===== config.mk =====
export PLATFORM = sky130hd
export DESIGN_NAME = add_serial_n
export DESIGN_NICKNAME = d
export VERILOG_FILES = /design/src/rtl/add_serial_n.sv
export SDC_FILE = /design/constraint.sdc
export NUM_CORES = 1
export LEC_CHECK = 0
export ABC_AREA = 0
export CAP_MARGIN = 0
export CORE_MARGIN = 4
export CORE_UTILIZATION = 65
export CTS_CLUSTER_DIAMETER = 80
export DETAILED_ROUTE_END_ITERATION = 7
export DONT_BUFFER_PORTS = 1
export GPL_ROUTABILITY_DRIVEN = 0
export HOLD_SLACK_MARGIN = 0.15
export PLACE_DENSITY = 0.89
export SYNTH_ARGS = -nofsm -noshare
export SYNTH_HDL_FRONTEND = slang
export SYNTH_SLANG_ARGS = --single-unit

===== constraint.sdc =====
create_clock -name clk -period 4.6 [get_ports clk]
set_input_delay 0.92 -clock clk [delete_from_list [all_inputs] [get_ports clk]]
set_output_delay 0.92 -clock clk [all_outputs]
set_load 0.1 [all_outputs]

===== src/rtl/add_serial_n.sv =====
// add_serial_n: digit-serial adder, CHUNK bits per clock, WIDTH-bit result.
// Optional ADD_SERIAL_OVF_EN macro enables the registered two's-complement overflow flag.
module add_serial_n #(
    parameter int WIDTH = 16,
    parameter int CHUNK = 4
) (
    input  logic             clk,
    input  logic             rst,
    input  logic             start,
    input  logic [WIDTH-1:0] a,
    input  logic [WIDTH-1:0] b,
    input  logic             c_in,
    output logic             busy,
    output logic             done,
    output logic [WIDTH-1:0] sum,
    output logic             c_out,
    output logic             overflow
);

    localparam int N  = WIDTH / CHUNK;
    localparam int CW = (N > 1) ? $clog2(N) : 1;

    typedef enum logic [1:0] {
        IDLE,
        RUN,
        DONE
    } state_t;

    state_t           state_q;
    state_t           state_d;
    logic [CW-1:0]    cnt_q;
    logic [WIDTH-1:0] op_a_q;
    logic [WIDTH-1:0] op_b_q;
    logic             carry_q;
    logic [WIDTH-1:0] part_q;

    logic             accept;
    logic             last;
    logic [CHUNK:0]   chunk_full;
    logic [CHUNK-1:0] chunk_sum;
    logic             chunk_c;
    logic [WIDTH-1:0] part_next;

    assign accept = start && (state_q == IDLE || state_q == DONE);
    assign last   = (state_q == RUN) && (cnt_q == CW'(N - 1));

    // One chunk of the addition: low operand bits plus the linking carry.
    assign chunk_full = {1'b0, op_a_q[CHUNK-1:0]}
                      + {1'b0, op_b_q[CHUNK-1:0]}
                      + {{CHUNK{1'b0}}, carry_q};
    assign chunk_sum  = chunk_full[CHUNK-1:0];
    assign chunk_c    = chunk_full[CHUNK];

    // New chunk enters at the top so the last chunk lands in the MSBs.
    generate
        if (N == 1) begin : g_single
            assign part_next = chunk_sum;
        end else begin : g_multi
            assign part_next = {chunk_sum, part_q[WIDTH-1:CHUNK]};
        end
    endgenerate

    // State register.
    always_ff @(posedge clk or posedge rst) begin
        if (rst) begin
            state_q <= IDLE;
        end else begin
            state_q <= state_d;
        end
    end

    // Next-state and handshake outputs.
    always_comb begin
        state_d = state_q;
        busy    = 1'b0;
        done    = 1'b0;
        unique case (state_q)
            IDLE: begin
                if (start) begin
                    state_d = RUN;
                end
            end
            RUN: begin
                busy = 1'b1;
                if (last) begin
                    state_d = DONE;
                end
            end
            DONE: begin
                done    = 1'b1;
                state_d = start ? RUN : IDLE;
            end
            default: begin
                state_d = IDLE;
            end
        endcase
    end

    // Operand capture, chunk shifting and carry linking.
    always_ff @(posedge clk or posedge rst) begin
        if (rst) begin
            cnt_q   <= '0;
            op_a_q  <= '0;
            op_b_q  <= '0;
            carry_q <= 1'b0;
            part_q  <= '0;
        end else if (accept) begin
            cnt_q   <= '0;
            op_a_q  <= a;
            op_b_q  <= b;
            carry_q <= c_in;
            part_q  <= '0;
        end else if (state_q == RUN) begin
            cnt_q   <= cnt_q + 1'b1;
            op_a_q  <= op_a_q >> CHUNK;
            op_b_q  <= op_b_q >> CHUNK;
            carry_q <= chunk_c;
            part_q  <= part_next;
        end
    end

    // Visible result only changes on the completion edge.
    always_ff @(posedge clk or posedge rst) begin
        if (rst) begin
            sum   <= '0;
            c_out <= 1'b0;
        end else if (last) begin
            sum   <= part_next;
            c_out <= chunk_c;
        end
    end

`ifdef ADD_SERIAL_OVF_EN
    logic ovf_q;
    logic msb_cin;

    // Carry into the MSB recovered from the top bit's operands and sum.
    assign msb_cin = op_a_q[CHUNK-1] ^ op_b_q[CHUNK-1] ^ chunk_sum[CHUNK-1];

    // Overflow registered alongside sum.
    always_ff @(posedge clk or posedge rst) begin
        if (rst) begin
            ovf_q <= 1'b0;
        end else if (last) begin
            ovf_q <= msb_cin ^ chunk_c;
        end
    end

    assign overflow = ovf_q;
`else
    assign overflow = 1'b0;
`endif

endmodule


Word level (Yosys, flattened, before mapping)
Cells that the tools add are included.
{"block": "op_classes", "addsub": 3, "eq_ne": 5, "mux": 16, "reduce_logical": 6}
{"cell": "$mux 16", "n": 6}
{"cell": "$mux 2", "n": 4}
{"cell": "$pmux 2 s3", "n": 1}
{"cell": "$add 4x4->5", "n": 1}
{"cell": "$add 5x1->5", "n": 1}
{"cell": "$mux 1", "n": 5}
{"cell": "$eq 2x2->1 const B", "n": 2}
{"cell": "$ne 2x2->1 const B", "n": 2}
{"cell": "$add 2x1->2 const B", "n": 1}
{"cell": "$eq 2x1->1 const B", "n": 1}
{"cell": "$logic_and 1x1->1", "n": 2}
{"cell": "$logic_not 2->1", "n": 1}
{"cell": "$reduce_and 2->1", "n": 1}
{"cell": "$reduce_bool 2->1", "n": 1}
{"cell": "$logic_or 1x1->1", "n": 1}
{"block": "totals", "reg_bits": 70, "in_bits": 36, "word_cells": 38}

Depth between registers and ports, before layout
Gate-level depths: netlist (run 1).
{"block": "depth", "word_depth": 4, "ltp_mapped": 6, "ltp_nobuf": 5}

Worst setup path after synthesis (run 1)
Ideal clock, no wire load.
{"block": "synth_path", "path_kind": "reg2out", "from": "register state_q[0]", "to": "output done", "arrival_time_ns": 1.773, "setup_slack_ns": 1.907, "stages_incl_launch_ff": 2, "n_path_buf": 0, "cell_sequence": "dfrtp_1 -> nor2b_1"}
{"block": "synth_between", "elab_chain_len": 2}
{"element": "from (decl)", "line_no": "29", "text": "state_t state_q;"}
{"element": "from (signal assigned)", "line_no": "68", "text": "state_q <= state_d;"}
{"element": "$eq 2x2->1", "line_no": "77", "text": "unique case (state_q)"}
{"element": "$mux 1", "line_no": "77"}
{"element": "to (decl)", "line_no": "14", "text": "output logic done,"}
Every way passes these cells.

Worst setup path after layout (run 1)
{"block": "layout_path", "from": "register state_q[0]", "to": "output busy"}
{"block": "layout_between", "elab_chain_len": 2}
{"element": "$eq 2x1->1", "line_no": "77"}
{"element": "$mux 1", "line_no": "77"}
{"element": "to (decl)", "line_no": "13", "text": "output logic busy,"}
Every way passes these cells.

==> flow_metrics.env, run 1 <==
export IMPL_status="completed"
export IMPL_antenna_found_initial=0
export IMPL_tritoncts="done"
export IMPL_syn_nets=243
export IMPL_portBuffers=0
export IMPL_ios=56
export IMPL_crit_start="state_q[0]$_DFFE_PP0P_"
export IMPL_firstDrtPassIters=4
export IMPL_postSynth_asyncResetShare_pct=100
export IMPL_cts_sinks=66
export IMPL_rsz0062_at_grt="no"
export IMPL_cp_start_kind="register"
export IMPL_post_place_ws_ps=2200
export IMPL_fmax_ghz=0.361
export IMPL_rows=23
export IMPL_yosys_area_top_type_share_pct=59.9
export IMPL_slew_headroom_pct=27.5
export IMPL_synth_area_leaders="dfrtp_1 60%, a22o_1 12%, a21o_1 5.7%"
export IMPL_grt_ovfl_total=0
export IMPL_cts_resized=0
export IMPL_cp_required_ps=3680
export IMPL_fin_setup_tns_ps=0
export IMPL_antenna_left=0
export IMPL_hold_viol=0
export IMPL_core_um2=4060
export IMPL_diodes=0
export IMPL_post_drt_wl_per_cell_um=21.4
export IMPL_clk_pin_slew_worst_paths_ps=70
export IMPL_grt_max_degree=54
export IMPL_remaining_drc_errors=0
export IMPL_ff2ff_setup_slack_ps=2560
export IMPL_hpwl_um=3730
export IMPL_clkLatencyLatePin_ps=330
export IMPL_die_x_um=73.2
export IMPL_cts_root_buffer="clkbuf_8"
export IMPL_synth_most_common_cell="dfrtp_1"
export IMPL_syn_area_um2=2760
export IMPL_crit_type="reg -> out"
export IMPL_yosysSeqAreaShare_pct=59.9
export IMPL_gr_usage_all_layers_pct=23.1
export IMPL_slew_viol_final=0
export IMPL_r2r_cells=5
export IMPL_worstReg2RegEnd="cnt_q[0]$_DFFE_PP0P_"
export IMPL_via_count=1680
export IMPL_clock_path_buffers=2
export IMPL_path_max_fanout=38
export IMPL_synthTopCellsByCount="66 x dfrtp_1, 39 x a22o_1, 21 x a21o_1"
export IMPL_max_cap_viol_count=0
export IMPL_finalClockSkew_ps=6.96
export IMPL_fin_nets=243
export IMPL_synth_distinct_cells=30
export IMPL_drive_above_1_share_pct=18.4
export IMPL_start_util_pct=68.0
export IMPL_ys_seq_elements=66
export IMPL_yosysWarnings=0
export IMPL_hp_class="in -> async"
export IMPL_cts_buffers=9
export IMPL_holdBufCountCts=0
export IMPL_setup_ws_ps=1830
export IMPL_viasPerCell=6.56
export IMPL_timing_hold_ws_ps=401
export IMPL_cp_data_arrival_time_ps=1850
export IMPL_cp_end_kind="output pin"
export IMPL_dieArea_um2=5350
export IMPL_grt_pass1_vias=1740
export IMPL_cp_endpoint="busy"
export IMPL_syn_inst=201
export IMPL_detail_route_iter0_violations=177
export IMPL_h_tree_depth=3
export IMPL_synth_edff_count=0
export IMPL_yosys_area_top_type="dfrtp_1"
export IMPL_finalSetupViolCount=0
export IMPL_worstMarginPinSlew_ps=1080
export IMPL_drt_total_wl_um=5480
export IMPL_syn_to_final_growth_pct=9.07
export IMPL_finalCritPeriodShare_pct=60.2
export IMPL_r2r_start="state_q[0]$_DFFE_PP0P_"
export IMPL_grt_pass1_wl_um=9050
export IMPL_dieHeight_um=73.2
export IMPL_syn_area_per_cell_um2=13.7
export IMPL_fin_crit_ps=2770
export IMPL_cts_setup_buffers=0
export IMPL_synth_ff_type="dfrtp_1"
==> area by class of cell <==
type | count | area, um2
Fill cell | 253 | 1050
Multi-Input combinational cell | 117 | 1000
Tap cell | 50 | 62.6
Clock inverter | 5 | 100
Sequential cell | 66 | 1650
Clock buffer | 11 | 151
Timing Repair Buffer | 4 | 30.0
Inverter | 3 | 11.3
==> per-stage QoR <==
| stage | instances | util (%) | cell area, um2 |
|---|---|---|---|
| floorplan | 201 | - | 2760 |
| global route | 256 | 74.2 | 3010 |
| global placement | 240 | 68.0 | 2760 |
| CTS | 256 | 74.2 | 3010 |
| finish | 256 | 74.2 | 3010 |
| detailed placement | 240 | 68.0 | 2760 |
==> worst min path at each step <==
stage	start	slack [ps]	cells past startpoint	to
floorplan	op_a_q[10]$_DFFE_PP0P_	450	1	op_a_q[10]$_DFFE_PP0P_
global placement	op_b_q[7]$_DFFE_PP0P_	460	1	op_b_q[7]$_DFFE_PP0P_
detailed placement	op_b_q[9]$_DFFE_PP0P_	470	1	op_b_q[9]$_DFFE_PP0P_
CTS	rst	400	1	op_a_q[11]$_DFFE_PP0P_
global route	rst	410	1	op_a_q[4]$_DFFE_PP0P_
finish	rst	400	1	op_a_q[8]$_DFFE_PP0P_
==> cell usage in the layout (no fill, tap or decap) <==
master / netlist / layout
a21boi_0: 1 / 1
a21o_1: 21 / 21
a21oi_1: 2 / 2
a22o_1: 39 / 39
and3b_1: 1 / 1
buf_4: 2 / 4
bufinv_16: 0 / 3
clkbuf_8: 0 / 11
clkinv_2: 0 / 2
conb_1: 1 / 1
dfrtp_1: 66 / 66
fa_1: 2 / 2
ha_1: 4 / 4
inv_1: 2 / 1
inv_2: 1 / 2
mux2_1: 3 / 3
mux2_2: 12 / 12
mux2i_1: 6 / 6
nand2_1: 7 / 7
nand2b_4: 1 / 1
nand3_1: 1 / 1
nand3b_1: 2 / 2
nor2_2: 0 / 1
nor2b_2: 1 / 2
o21ai_0: 2 / 2
o21ai_1: 4 / 4
o21bai_1: 1 / 1
o2bb2ai_1: 1 / 1
o31ai_1: 2 / 2
xnor2_1: 1 / 1
==> registers in the layout, summed over array words and instances (netlist names) <==
signal,count
sum,16
op_b_q,16
carry_q,1
op_a_q,16
part_q,12
c_out,1
cnt_q,2
state_q,2
==> metal layers <==
| metal | GRT usage [%] | wire (um) | share of wire, % | vias up |
|---|---|---|---|---|
| met2 | 35.6 | 2810 | 51 | 52 |
| met3 | 6.61 | 348 | 6.4 | 10 |
| li1 | - | - | - | 737 |
| met5 | 0 | 0 | 0 | - |
| met1 | 30.6 | 2220 | 40 | 881 |
| met4 | 10.5 | 104 | 1.9 | 0 |
==> critical path: stages, from the launching register on <==
cell,delay [ps]
dfrtp_1,460
nand2b_4,110
inv_2,510
buf_4,410
==> logic make-up after synthesis <==
kind of cell,count (synthesis),share of synthesized area (%)
AO/OA/AOI/OAI,73,21.0
flip-flops,66,59.9
multiplexers,21,8.30
buffers and inverters,18,3.99
AND/OR/NAND/NOR,15,3.17
adder cells (fa/ha/maj),6,3.27
other,1,0.136
XOR/XNOR,1,0.318
Power of run 1 is left out: the tool's default activity adds up to more than one toggle a clock period on the data nets, which glitch-free logic cannot reach.
==> run 2: changes to the inputs <==
==> config.mk (replaced) <==
export PLATFORM = sky130hd
export DESIGN_NAME = add_serial_n
export DESIGN_NICKNAME = d
export VERILOG_FILES = /design/src/rtl/add_serial_n.sv
export SDC_FILE = /design/constraint.sdc
export NUM_CORES = 1
export LEC_CHECK = 0
export ABC_AREA = 1
export CAP_MARGIN = 0
export CORE_MARGIN = 4
export CORE_UTILIZATION = 62
export CTS_CLUSTER_DIAMETER = 80
export DETAILED_ROUTE_END_ITERATION = 7
export DONT_BUFFER_PORTS = 1
export GPL_ROUTABILITY_DRIVEN = 0
export HOLD_SLACK_MARGIN = 0.15
export PLACE_DENSITY = 0.86
export SYNTH_ARGS = -nofsm -noshare
export SYNTH_HDL_FRONTEND = slang
export SYNTH_SLANG_ARGS = --single-unit
==> constraint.sdc (replaced) <==
create_clock -name clk -period 2.8 [get_ports clk]
set_input_delay 0.56 -clock clk [delete_from_list [all_inputs] [get_ports clk]]
set_output_delay 0.56 -clock clk [all_outputs]
set_load 0.1 [all_outputs]
==> run 2 against run 1 <==
  * Non-clock buffer count shrank 2
  * Area after synthesis grew 5.3%
  * Cell count grew 39%
  * Sequential share of layout area shrank 1.5 points
  * Critical path depth is the same
  * Clock-buffer cell count grew 1
  * Sequential cell count is the same
  * Cell area grew 2.9%
  * Clock skew shrank 1.6 ps
  * Via count grew 15%
  * Critical endpoint unchanged
  * Largest cell class unchanged
==> flow_metrics.env, run 2 <==
export IMPL_status="completed"
export IMPL_synth_ff_type="dfrtp_1"
export IMPL_post_drt_wl_per_cell_um=15.0
export IMPL_max_cap_viol_count=0
export IMPL_grt_ovfl_total=0
export IMPL_synth_edff_count=0
export IMPL_gr_usage_all_layers_pct=20.7
export IMPL_clk_pin_slew_worst_paths_ps=70
export IMPL_yosys_area_top_type="dfrtp_1"
export IMPL_fin_nets=340
export IMPL_cp_end_kind="output pin"
export IMPL_dieArea_um2=5840
export IMPL_hp_class="in -> async"
export IMPL_syn_nets=341
export IMPL_grt_pass1_wl_um=9510
export IMPL_yosysSeqAreaShare_pct=56.9
export IMPL_die_x_um=76.4
export IMPL_rows=24
export IMPL_cts_setup_buffers=0
export IMPL_slew_viol_final=0
export IMPL_remaining_drc_errors=0
export IMPL_synth_most_common_cell="nand2_1"
export IMPL_viasPerCell=5.43
export IMPL_hold_viol=0
export IMPL_grt_max_degree=67
export IMPL_ios=56
export IMPL_reg_largest_list="op_a_q (16), op_b_q (16), sum (16)"
export IMPL_drt_total_wl_um=5330
export IMPL_grt_pass1_vias=2018
export IMPL_via_count=1927
export IMPL_synth_distinct_cells=24
export IMPL_diodes=0
export IMPL_r2r_start="op_a_q[0]$_DFFE_PP0P_"
export IMPL_timing_hold_ws_ps=317
export IMPL_slew_headroom_pct=37.1
export IMPL_firstDrtPassIters=4
export IMPL_holdBufCountCts=0
export IMPL_stdcell_area_um2=3100
export IMPL_layout_common_cells="98 x nand2_1, 66 x dfrtp_1, 31 x inv_1, 18 x nand3_1, 15 x o21ai_2"
export IMPL_place_area_um2=2860
export IMPL_tritoncts="done"
export IMPL_worstMarginPinSlew_ps=944
export IMPL_multi_input_area_um2=990
export IMPL_antenna_found_initial=0
export IMPL_final_common_cell="nand2_1"
export IMPL_yosysWarnings=0
export IMPL_cp_start_kind="register"
export IMPL_finalClockSkew_ps=5.38
export IMPL_start_util_pct=65.3
export IMPL_crit_type="reg -> out"
export IMPL_cts_sinks=66
export IMPL_portBuffers=0
export IMPL_cts_buffers=9
export IMPL_synthTopCellsByCount="98 x nand2_1, 66 x dfrtp_1, 32 x inv_1"
export IMPL_nFillCells=346
export IMPL_rsz0062_at_grt="no"
export IMPL_cp_data_arrival_time_ps=1640
export IMPL_yosys_area_top_type_share_pct=56.9
export IMPL_ys_seq_elements=66
export IMPL_detail_route_iter0_violations=79
export IMPL_hpwl_um=3460
export IMPL_path_max_fanout=25
export IMPL_syn_inst=299
export IMPL_fin_setup_tns_ps=0
export IMPL_clock_path_buffers=2
export IMPL_cp_required_ps=2240
export IMPL_postSynth_asyncResetShare_pct=100
export IMPL_syn_area_per_cell_um2=9.71
export IMPL_synth_area_leaders="dfrtp_1 57%, nand2_1 13%, o21ai_2 4.5%"
export IMPL_dieHeight_um=76.4
export IMPL_cts_root_buffer="clkbuf_8"
export IMPL_fmax_ghz=0.454
export IMPL_finalCritPeriodShare_pct=78.7
export IMPL_cts_resized=0
export IMPL_finalSetupViolCount=0
export IMPL_syn_to_final_growth_pct=6.59
export IMPL_syn_area_um2=2900
export IMPL_crit_start="state_q[1]$_DFFE_PP0P_"
export IMPL_drive_above_1_share_pct=13.9
export IMPL_clkLatencyLatePin_ps=350
export IMPL_fin_crit_ps=2200
export IMPL_h_tree_depth=3
export IMPL_antenna_left=0
export IMPL_core_um2=4440
export IMPL_seqCellArea_um2=1650
[run 2: cells by family after synthesis]
group | share of synthesized area, %
DFF | 56.9
adders and majority gates | 3.10
buffers and inverters | 9.13
AOI/OAI and AO/OA | 12.5
and+or+nand+nor | 18.0
other | 0.129
xor gates and xnor gates | 0.302
[run 2: worst paths after layout]
kind | endpoint | slack, ps | depth (start not counted)
hold / removal | sum[14]$_DFFE_PP0P_ | 320 | 2
setup reg to reg | carry_q$_DFFE_PP0P_ | 1000 | 6
max in group asynchronous | op_a_q[9]$_DFFE_PP0P_ | 1950 | 2
min in group clk | op_a_q[12]$_DFFE_PP0P_ | 330 | 2
hold reg to reg | op_a_q[13]$_DFFE_PP0P_ | 480 | 2
setup / recovery | busy | 600 | 3
[run 2: per-stage QoR]
step / cells / worst slack (ps) / util (%)
final: 355 / 596 / 69.7
after global routing: 355 / 494 / 69.7
after CTS: 355 / 572 / 69.7
after detailed placement: 339 / 953 / 64.3
after global placement: 339 / 971 / 64.3
after floorplan: 299 / 561 / -
[run 2: area by class of cell]
type	count	share of cell area [%]
sequential	66	53.4
multi-input combinational	184	32.0
clock buffer	12	5.34
inverter	35	4.41
clock inverter	4	2.34
tap	52	2.10
timing repair buffer	2	0.485
[run 2: worst max-delay path, stage by stage, from the launching register on]
cell     delay, ps
dfrtp_1        360
inv_1          110
nand2_4        200
inv_2          600
[run 2: routing by layer]
metal	GRT usage, %	routed length (um)	vias up	part of all wire [%]
met4	11.6	125	0	2.3
met5	0	0	-	0
met3	6.03	387	10	7.3
met1	26.4	2290	904	43
met2	31.8	2530	60	47
li1	-	-	953	-
Power of run 2 is left out for the same reason.
